File: config.mk
export PLATFORM = sky130hd
export DESIGN_NAME = irq_ctrl_plic_lite
export DESIGN_NICKNAME = d
export VERILOG_FILES = /design/src/rtl/irq_ctrl_plic_lite.sv
export SDC_FILE = /design/constraint.sdc
export NUM_CORES = 1
export LEC_CHECK = 0
export CORE_MARGIN = 3
export CORE_UTILIZATION = 35
export CTS_BUF_LIST = sky130_fd_sc_hd__clkbuf_8
export CTS_CLUSTER_SIZE = 28
export DETAILED_ROUTE_END_ITERATION = 7
export DONT_BUFFER_PORTS = 1
export GPL_ROUTABILITY_DRIVEN = 1
export PLACE_DENSITY = 0.56
export SLEW_MARGIN = 20
export SYNTH_ARGS = -nofsm -noshare
export SYNTH_HDL_FRONTEND = slang
export SYNTH_SLANG_ARGS = --single-unit
File: constraint.sdc
create_clock -name clk -period 33.2 [get_ports clk]
set_clock_uncertainty 0.05 [all_clocks]
set_input_delay 6.64 -clock clk [delete_from_list [all_inputs] [get_ports clk]]
set_output_delay 6.64 -clock clk [all_outputs]
set_load 0.05 [all_outputs]
File: src/rtl/irq_ctrl_plic_lite.sv
// PLIC-style interrupt controller: per-source gateway (edge/level), priority arbitration
// against a threshold, and a claim/complete handshake over a word-addressed MMIO port.
module irq_ctrl_plic_lite #(
  parameter int NSRC   = 8,
  parameter int PRIO_W = 3
) (
  input  logic              clk,
  input  logic              rst,
  input  logic [NSRC-1:0]   irq_src,
  output logic              interrupt,
  input  logic [4:0]        a,
  input  logic [31:0]       d,
  input  logic              we,
  input  logic              re,
  output logic [31:0]       spo
);

  localparam logic [4:0] ID_MAX = 5'(NSRC);

  logic [NSRC-1:0]   sync1;
  logic [NSRC-1:0]   sync2;
  logic [NSRC-1:0]   hist;
  logic [NSRC-1:0]   pend;
  logic [NSRC-1:0]   inservice;
  logic [NSRC-1:0]   enable;
  logic [NSRC-1:0]   mode;
  logic [PRIO_W-1:0] threshold;
  logic [PRIO_W-1:0] prio [NSRC];

  logic [NSRC-1:0]   rise;
  logic [NSRC-1:0]   eligible;
  logic [NSRC-1:0]   claim_mask;
  logic [NSRC-1:0]   complete_mask;
  logic [4:0]        best_id;
  logic [PRIO_W-1:0] best_prio;
  logic              claim_fire;
  logic              complete_fire;
  logic              prio_sel;
  logic [3:0]        prio_idx;
  logic              unused_d;

  assign unused_d      = ^d;
  assign rise          = sync2 & ~hist;
  assign claim_fire    = re && (a == 5'd4) && (best_id != 5'd0);
  assign complete_fire = we && (a == 5'd4);
  assign prio_sel      = a[4] && ({1'b0, a[3:0]} < ID_MAX);
  assign prio_idx      = a[3:0];

  always_comb begin
    eligible = '0;
    for (int i = 0; i < NSRC; i++) begin
      eligible[i] = pend[i] & enable[i] & ~inservice[i] & (prio[i] > threshold);
    end
  end

  // Strict '>' keeps the lowest index on a priority tie.
  always_comb begin
    best_id   = 5'd0;
    best_prio = '0;
    for (int i = 0; i < NSRC; i++) begin
      if (eligible[i] && ((best_id == 5'd0) || (prio[i] > best_prio))) begin
        best_id   = 5'(i + 1);
        best_prio = prio[i];
      end
    end
  end

  always_comb begin
    claim_mask    = '0;
    complete_mask = '0;
    for (int i = 0; i < NSRC; i++) begin
      claim_mask[i]    = claim_fire && (best_id == 5'(i + 1));
      complete_mask[i] = complete_fire && (d[4:0] == 5'(i + 1));
    end
  end

  always_comb begin
    spo = '0;
    case (a)
      5'd0: spo = 32'(enable);
      5'd1: spo = 32'(pend);
      5'd2: spo = 32'(mode);
      5'd3: spo = 32'(threshold);
      5'd4: spo = 32'(best_id);
      5'd5: spo = 32'(inservice);
      default: begin
        for (int i = 0; i < NSRC; i++) begin
          if (prio_sel && (prio_idx == 4'(i))) spo = 32'(prio[i]);
        end
      end
    endcase
  end

  always_ff @(posedge clk) begin
    if (rst) begin
      sync1     <= '0;
      sync2     <= '0;
      hist      <= '0;
      pend      <= '0;
      inservice <= '0;
      enable    <= '0;
      mode      <= '0;
      threshold <= '0;
      interrupt <= 1'b0;
      for (int i = 0; i < NSRC; i++) prio[i] <= PRIO_W'(1);
    end else begin
      sync1     <= irq_src;
      sync2     <= sync1;
      hist      <= sync2;
      interrupt <= (best_id != 5'd0);

      if (we) begin
        case (a)
          5'd0:    enable    <= d[NSRC-1:0];
          5'd2:    mode      <= d[NSRC-1:0];
          5'd3:    threshold <= d[PRIO_W-1:0];
          default: ;
        endcase
      end
      for (int i = 0; i < NSRC; i++) begin
        if (we && prio_sel && (prio_idx == 4'(i))) prio[i] <= d[PRIO_W-1:0];
      end

      inservice <= (inservice & ~complete_mask) | claim_mask;

      // Edge: a new rise beats the claim clear. Level: the claim clears pend, and the
      // line is only re-sampled once the source leaves service.
      for (int i = 0; i < NSRC; i++) begin
        if (mode[i])                pend[i] <= rise[i] | (pend[i] & ~claim_mask[i]);
        else if (claim_mask[i])     pend[i] <= 1'b0;
        else if (!inservice[i])     pend[i] <= sync2[i];
      end
    end
  end

endmodule

# --- After elaboration in Yosys (flattened, before gate mapping) ---
# Memories as Yosys holds them, arrays and structs flattened.
# Index checks and enable logic that the tools add are counted.
totals:
  mem_count: 1
  out_inout_bits: 33
  mem_bits_rw: 24
  register_bits: 60
memory_table:
  columns: ["memory", "words", "word_bits", "read_ports", "rd_ports_with_merged_regs", "wr", "line", "source"]
  rows:
  - ["prio", 8, 3, 8, 0, 8, "28", "logic [PRIO_W-1:0] prio [NSRC];"]
op_classes:
  n_bitwise: 69
  reduce_logical: 64
  mux: 82
  order_cmp: 16
  eq_ne: 36
ops:
  columns: ["cell", "n"]
  rows:
  - ["two-way mux 32 bit", 7]
  - ["one-hot mux 32 bit (6 select lines)", 1]
  - ["two-way mux 1 bit", 51]
  - ["equality test 5 x 3 -> 1 bit, second input constant", 10]
  - ["two-way mux 3 bit", 16]
  - ["greater-than comparator 3 bit", 15]
  - ["logical AND 1 bit", 44]
  - ["zero test 5 bit", 8]
  - ["two-way mux 5 bit", 7]
  - ["bitwise AND 1 bit", 32]
  - ["equality test 5 x 2 -> 1 bit, second input constant", 6]
  - ["inequality test 3 x 1 -> 1 bit, second input constant", 8]
  - ["bitwise AND 8 bit", 2]
  - ["equality test 4 x 3 -> 1 bit, second input constant", 4]
  - ["NOT 1 bit", 16]
  - ["NOT 8 bit", 2]
  - ["bitwise OR 1 bit", 16]
  - ["equality test 5 x 1 -> 1 bit, second input constant", 3]
  - ["equality test 5 x 4 -> 1 bit, second input constant", 2]
  - ["equality test 4 x 2 -> 1 bit, second input constant", 2]
  - ["bitwise OR 8 bit", 1]
  - ["logical OR 1 bit", 7]
  - ["AND reduction 2 bit", 3]
  - ["nonzero test 5 bit", 1]
  - ["other kinds (3)", 3]

# --- Depth between registers and ports, before layout ---
# Gate-level depths: netlist of the first run.
logic_depth:
  ltp_word: 39
  mapped_depth: 56
  mapped_depth_nobuf: 56

# --- Least setup slack after synthesis of the first run ---
# No wires, ideal clock.
synth_timing:
  kind: "register to output"
  from: "register threshold[2]"
  to: "output spo[0]"
  stages_incl_launch_ff: 52
  t_arrival_ps: 10685
  path_buffers: 0
  setup_slack_ps: 15825
  cell_sequence: "dfxtp_1 > inv_1 > ha_1 > nand3_1 > and4b_2 > nand3_1 > ha_1 > o21ai_0 > nor2_1 > a21oi_1 > nor2_1 > ha_1 > nor2b_1 > o21a_1 > o21ai_2 > a21oi_4 > o31ai_1 > ha_1 > (+16 left out) > inv_1 > o2111ai_4 > a211oi_1 > nor2_1 > ha_1 > nor2b_1 > o21ai_0 > inv_1 > o21ai_0 > a21oi_1 > o31ai_1 > ha_1 > nor2b_1 > o21a_1 > o211ai_1 > o21ai_0 > nand2b_1 > o21ai_0"
synth_via:
  elab_chain_len: 32
  elab_cells_between_ends: 60
  classes_between: "15 x order compare; 16 x mux; 8 x bitwise; 21 x reduce/logical"
synth_rtl:
  columns: ["element", "line", "source"]
  rows:
  - ["start: declaration", "27", "logic [PRIO_W-1:0] threshold;"]
  - ["start signal: assignment", "116", "5'd3: threshold <= d[PRIO_W-1:0];"]
  - ["greater-than comparator 3 bit", "52", "eligible[i] = pend[i] & enable[i] & ~inservice[i] & (prio[i] > threshold);"]
  - ["bitwise AND 1 bit", "52", null]
  - ["two-way mux 3 bit or two-way mux 1 bit (tied branches)", "61", "if (eligible[i] && ((best_id == 5'd0) || (prio[i] > best_prio))) begin"]
  - ["greater-than comparator 3 bit or zero test 5 bit (tied branches)", "61", null]
  - ["logical OR 1 bit", "61", null]
  - ["logical AND 1 bit", "61", null]
  - ["two-way mux 3 bit or two-way mux 5 bit (tied branches)", "61", null]
  - ["greater-than comparator 3 bit or zero test 5 bit (tied branches)", "61", null]
  - ["(+16 left out)", null, null]
  - ["logical OR 1 bit", "61", null]
  - ["logical AND 1 bit", "61", null]
  - ["two-way mux 3 bit or two-way mux 5 bit (tied branches)", "61", null]
  - ["greater-than comparator 3 bit or zero test 5 bit (tied branches)", "61", null]
  - ["logical OR 1 bit", "61", null]
  - ["logical AND 1 bit", "61", null]
  - ["two-way mux 5 bit (*)", "61", null]
  - ["one-hot mux 32 bit (6 select lines) (*)", "79", "case (a)"]
  - ["end: declaration", "15", "output logic [31:0] spo"]
# Every way passes the cells marked *; elsewhere a longest branch is shown, timed or not.

# --- Worst setup path after layout of the first run ---
layout_timing:
  from: "register threshold[2]"
  to: "output spo[2]"
layout_via:
  elab_chain_len: 32
  elab_cells_between_ends: 60
  classes_between: "15 x order compare; 16 x mux; 8 x bitwise; 21 x reduce/logical"
layout_rtl:
  columns: ["element", "line"]
  rows:
  - ["greater-than comparator 3 bit", "52"]
  - ["bitwise AND 1 bit", "52"]
  - ["two-way mux 3 bit or two-way mux 1 bit (tied branches)", "61"]
  - ["greater-than comparator 3 bit or zero test 5 bit (tied branches)", "61"]
  - ["logical OR 1 bit", "61"]
  - ["logical AND 1 bit", "61"]
  - ["two-way mux 3 bit or two-way mux 5 bit (tied branches)", "61"]
  - ["greater-than comparator 3 bit or zero test 5 bit (tied branches)", "61"]
  - ["(+16 left out)", null]
  - ["logical OR 1 bit", "61"]
  - ["logical AND 1 bit", "61"]
  - ["two-way mux 3 bit or two-way mux 5 bit (tied branches)", "61"]
  - ["greater-than comparator 3 bit or zero test 5 bit (tied branches)", "61"]
  - ["logical OR 1 bit", "61"]
  - ["logical AND 1 bit", "61"]
  - ["two-way mux 5 bit", "61"]
  - ["one-hot mux 32 bit (6 select lines) (*)", "79"]
# Marks and branches as above.

==> run_results.csv, run 1 <==
group,metric,value,unit
min_path,holdPathStages,1,
sta,setup_viol,0,
global_routing,antenna_found_initial,0,
die,chipWidth,134,um
detailed_routing,ant_nets,0,
setup_path,cp_slowest_cell,"o21ai_1",
global_routing,grtUsageTotal,18.1,%
power_and_ir_drop,p_seq_share,53.8,%
setup_path,worst-path-buf-inv,4,
synthesis,synth.distinct_cells,85,
setup_path,crit_fanout,10,
sta,fin_crit,19520,ps
setup_path,r2r-end,"pend[0]",
die,core,16000,um2
detailed_routing,dr.first_iter.drc_count,379,
cells_and_area,final_common_cell,"dfxtp_1",
cts,cts_hold_buf,0,
min_path,worstHoldStart,"sync1[7]",
cells_and_area,fin_util,37.9,%
detailed_routing,drc,0,
power_and_ir_drop,p_comb_share,12.2,%
synthesis,avgSynthCellArea,8.89,um2
global_routing,grt-ovfl-total,0,
place,dp.cells,846,
setup_path,startpoint_type,"register",
sta,worstMarginPinSlew,1070,ps
detailed_routing,vias_per_cell,5.70,
die,start_util,36.0,%
setup_path,critPathKind,"register to primary output",
setup_path,r2r_start,"threshold[2]",
min_path,min_to,"sync2[7]",
global_routing,grt_pass1_wl,25.6,mm
die,die_y,134,um
detailed_routing,dr.pass1.iters,5,
detailed_routing,post_drt_wl_per_cell,18.7,um
cells_and_area,area_delta_synth_final,5.35,%
setup_path,path_depth,50,
die,dieArea,18000,um2
setup_path,critical_path_arrival,12830,ps
power_and_ir_drop,swShare,30.5,%
power_and_ir_drop,switching_power,63.9,uW
cts,htree_levels,3,
cts,cts_tree,"built",
place,dp_slack,14220,ps
setup_path,cp-end-kind,"primary output",
sta,whs,380,ps
power_and_ir_drop,finalPower,210,uW
sta,setup_tns,0,ps
sta,drv_slew,0,
synthesis,syn_inst,647,
detailed_routing,routed_wl,16.1,mm
global_routing,grt_max_degree,75,
place,gp_congestion,0.885,
sta,max_slew_margin,28.1,%
cts,numCtsBuffers,9,
synthesis,synthArstFlopShare,0,%
die,pin_count,82,
setup_path,reg2reg_setup_slack,20600,ps
cells_and_area,fin_area,6060,um2
synthesis,synth_edf_count,24,
power_and_ir_drop,peakVddDrop,32.1,uV
synthesis,ys_seq_area_share,33.4,%
power_and_ir_drop,power_frac_clock,34.0,%
die,row_count,46,
cells_and_area,final_nets,733,
sta,hold_viol_final,0,
sta,clock.fmax,51.2,MHz
cts,clkSlewWorstSetupHoldPaths,100,ps
cts,post_cts_buffers,0,
synthesis,syn_area,5750,um2
cts,cts_buffer_depth,2,
global_routing,grt_pass1_vias,4645,
setup_path,critPathTopFamily,"compound AO/OA/AOI/OAI gates",
setup_path,required,26510,ps
power_and_ir_drop,leakage,2.20,nW
setup_path,r2r_cells,52,
place,post_dp_cell_area,5870,um2
setup_path,critical_path.max_stage_delay,880,ps
flow_run,max_cap_violations,0,
synthesis,synthFlopType,"dfxtp_1",
sta,finalWorstSetupSlack,13680,ps
setup_path,crit_top_cell,"ha_1",
cells_and_area,instances_no_fill,862,
cts,ctsResizeCount,0,
power_and_ir_drop,p_int,146,uW
run_status,status,"completed",
sta,rsz0062_at_grt,"false",
cts,clk_latency,390,ps
place,io_buffers,0,
detailed_routing,vias,4913,
cts,cts_root_buf,"clkbuf_8",
sta,min_period_over_period,58.8,%
min_path,hold_path_class,"register to register",
cells_and_area,antennaDiodeCount,0,
cells_and_area,final_cell_mix,"dfxtp_1, nand2_1, nor2_1",
place,place_hpwl,12.3,mm
synthesis,ys_ff_latch,84,
synthesis,yosys_warnings,0,
power_and_ir_drop,powerDensity,34.6,nW/um2
cells_and_area,drive_above_1_share,9.13,%
cts,clock_sinks,84,
-- power groups by stage --
stage               Sequential, mW  Clock, mW  Combinational, mW
detailed placement           0.115          0             0.0255
finish                       0.113     0.0714             0.0256
global route                 0.113     0.0788             0.0285
CTS                          0.113     0.0733             0.0256
floorplan                    0.113          0             0.0259
global placement             0.115          0             0.0246
-- registers in the layout (all words and copies together) (netlist names), 8 cells and up --
signal	cells
sync1	8
prio	24
inservice	8
mode	8
enable	8
pend	8
hist	8
sync2	8
-- routing by layer --
| metal | GRT usage (%) | part of all wire, % | vias to the layer above | wire length, um |
|---|---|---|---|---|
| met5 | 0 | 0 | - | 0 |
| met4 | 5.20 | 1.9 | 0 | 312 |
| met3 | 3.11 | 5.3 | 26 | 859 |
| met2 | 28.7 | 47 | 182 | 7550 |
| met1 | 25.4 | 46 | 2358 | 7370 |
| li1 | - | - | 2347 | - |
-- Yosys cell counts, types with 4 or more instances --
master | number | share of area, %
dfxtp_1 | 60 | 21
nand2_1 | 56 | 3.7
nor2_1 | 46 | 3.0
ha_1 | 43 | 9.4
a21oi_1 | 42 | 3.7
nor2b_1 | 41 | 4.5
nand3_1 | 40 | 3.5
o21ai_0 | 31 | 2.7
inv_1 | 27 | 1.8
buf_4 | 24 | 3.1
edfxtp_1 | 24 | 13
nand2b_1 | 14 | 1.5
clkbuf_1 | 13 | 0.85
a21o_1 | 11 | 1.4
a22oi_1 | 11 | 1.4
o21a_1 | 11 | 1.4
a211oi_1 | 8 | 1.0
a22o_1 | 8 | 1.2
nor3_1 | 7 | 0.61
or2_2 | 7 | 0.76
a211o_1 | 5 | 0.76
a21boi_0 | 5 | 0.65
a31oi_1 | 5 | 0.54
a41oi_1 | 5 | 0.76
o31ai_1 | 5 | 0.65
a221o_1 | 4 | 0.70
a311oi_1 | 4 | 0.61
mux2i_1 | 4 | 0.70
nand3b_1 | 4 | 0.52
nand4_1 | 4 | 0.43
or3_1 | 4 | 0.43
-- layout make-up --
| type | count | area (um2) |
|---|---|---|
| Clock buffer | 9 | 124 |
| Clock inverter | 7 | 63.8 |
| Fill cell | 1669 | 9940 |
| Inverter | 27 | 101 |
| Multi-Input combinational cell | 517 | 3560 |
| Sequential cell | 84 | 1920 |
| Tap cell | 216 | 270 |
| Timing Repair Buffer | 2 | 15.0 |
-- cells by family (layout without fill, tap and decap cells) --
kind of cell | after synthesis | after routing | synth area share, %
flip-flops | 84 | 84 | 33.4
AND/OR/NAND/NOR | 238 | 238 | 21.2
AO/OA/AOI/OAI | 205 | 205 | 27.9
adder cells (fa/ha/maj) | 43 | 43 | 9.35
buffers and inverters | 69 | 45 | 6.22
multiplexers | 7 | 7 | 1.87
other | 1 | 24 | 0.0652
-- how the worst max path moves through the flow --
| stage | to | startpoint | slack (ps) |
|---|---|---|---|
| after global placement | spo[1] | threshold[2] | 14390 |
| after detailed placement | spo[2] | threshold[2] | 14220 |
| after global routing | spo[1] | threshold[2] | 12710 |
| final | spo[2] | threshold[2] | 13680 |
| after floorplan | spo[0] | threshold[2] | 15830 |
| after CTS | spo[2] | threshold[2] | 13770 |
No activity file was read; power rests on OpenSTA's default activity.
==> run 2: changes to the inputs <==
==> constraint.sdc (replaced) <==
create_clock -name clk -period 19.2 [get_ports clk]
set_clock_uncertainty 0.05 [all_clocks]
set_input_delay 3.84 -clock clk [delete_from_list [all_inputs] [get_ports clk]]
set_output_delay 3.84 -clock clk [all_outputs]
set_load 0.05 [all_outputs]
==> run_results.csv, run 2 (synthesis results as in run 1) <==
group,metric,value,unit
run_status,status,"completed",
die,row_count,46,
setup_path,critical_path_arrival,12760,ps
cts,clk_latency,380,ps
cts,clock_sinks,84,
setup_path,required,15310,ps
sta,max_slew_margin,28.3,%
global_routing,grt_pass1_vias,4557,
detailed_routing,ant_nets,0,
cts,cts_tree,"built",
detailed_routing,dr.pass1.iters,5,
power_and_ir_drop,power_frac_clock,36.0,%
setup_path,r2r_cells,52,
setup_path,startpoint_type,"register",
cells_and_area,antennaDiodeCount,0,
cells_and_area,final_cell_mix,"dfxtp_1, nand2_1, nor2_1",
sta,fin_crit,16650,ps
cells_and_area,final_common_cell,"dfxtp_1",
min_path,holdPathStages,1,
die,pin_count,82,
detailed_routing,routed_wl,16.2,mm
die,core,16000,um2
sta,finalWorstSetupSlack,2550,ps
sta,clock.fmax,60.1,MHz
sta,worstMarginPinSlew,1070,ps
power_and_ir_drop,peakVddDrop,50.0,uV
power_and_ir_drop,leakage,2.21,nW
place,place_hpwl,12.4,mm
setup_path,critical_path.max_stage_delay,880,ps
cts,ctsResizeCount,0,
cells_and_area,fillers,1666,
global_routing,grt-ovfl-total,0,
power_and_ir_drop,p_comb_share,11.9,%
die,chipWidth,134,um
power_and_ir_drop,switching_power,110,uW
cts,post_cts_buffers,0,
power_and_ir_drop,p_int,264,uW
cts,cts_root_buf,"clkbuf_8",
min_path,hold_path_class,"register to register",
cells_and_area,top_register,"prio",
cells_and_area,regArea,1920,um2
place,dp_slack,3010,ps
sta,min_period_over_period,86.7,%
flow_run,max_cap_violations,0,
place,gp_congestion,0.885,
sta,rsz0062_at_grt,"false",
global_routing,grt_pass1_wl,25.6,mm
cells_and_area,multi_input_area,3560,um2
sta,hold_viol_final,0,
cts,cts_buffer_depth,2,
cells_and_area,area_delta_synth_final,5.68,%
sta,drv_slew,0,
detailed_routing,drc,0,
sta,setup_viol,0,
cells_and_area,largest_reg_flops,24,
global_routing,antenna_found_initial,0,
die,start_util,36.0,%
die,die_y,134,um
setup_path,critPathKind,"register to primary output",
global_routing,grt_max_degree,75,
cts,htree_levels,3,
place,io_buffers,0,
cts,cts_hold_buf,0,
global_routing,grtUsageTotal,18.1,%
detailed_routing,vias_per_cell,5.71,
sta,setup_tns,0,ps
setup_path,cp-end-kind,"primary output",
detailed_routing,post_drt_wl_per_cell,18.8,um
cts,numCtsBuffers,9,
detailed_routing,vias,4924,
power_and_ir_drop,swShare,29.4,%
cells_and_area,drive_above_1_share,9.13,%
setup_path,crit_fanout,10,
power_and_ir_drop,p_seq_share,52.1,%
setup_path,crit_top_cell,"ha_1",
cts,clkSlewWorstSetupHoldPaths,100,ps
die,dieArea,18000,um2
setup_path,cp_slowest_cell,"o21ai_1",
power_and_ir_drop,powerDensity,61.6,nW/um2
detailed_routing,dr.first_iter.drc_count,434,
cells_and_area,final_nets,733,
-- run 2: layer usage --
metal  track usage, %  wire length (um)
met5                0                 0
met4             4.81               274
met3             3.19               957
met2             29.4              7670
met1             24.8              7280
-- run 2: path summary, 6_finish.rpt --
kind                              startpoint        to  slack, ps
worst max-delay path            threshold[2]    spo[1]       2550
worst min-delay path                sync1[2]  sync2[2]        400
worst max register to register  threshold[2]   pend[0]       6670
worst min register to register      sync1[2]  sync2[2]        400
-- run 2: per-stage QoR --
stage          hold WS [ps]  util, %  instance area, um2  total power [mW]  instances
6_report                397     38.0                6080             0.374        862
4_1_cts                 398     38.0                6080             0.376        862
3_3_place_gp            368     36.7                5870             0.241        846
3_5_place_dp            376     36.7                5870             0.243        846
2_1_floorplan           364        -                5840             0.240        670
5_1_grt                 406     38.0                6080             0.392        862
-- run 2: final cells by class --
class	count	share of cell area, %
Multi-Input combinational cell	517	58.6
Sequential cell	84	31.6
Tap cell	216	4.45
Clock buffer	9	2.04
Inverter	27	1.67
Clock inverter	7	1.36
Timing Repair Buffer	2	0.247
-- run 2: critical path, delay by kind of cell, from the launching register on --
family          cells  cell delay, ps
compound gates     25            6860
buf+inv             4             500
fa+ha+maj           8            2560
flops               1             400
simple gates       13            2080
-- run 2: power by group through the flow --
stage,sequential (mW),clock [mW],combinational (mW)
detailed placement,0.199,0,0.0441
global placement,0.199,0,0.0426
floorplan,0.196,0,0.0449
finish,0.195,0.135,0.0444
global route,0.196,0.147,0.0492
CTS,0.195,0.137,0.0442
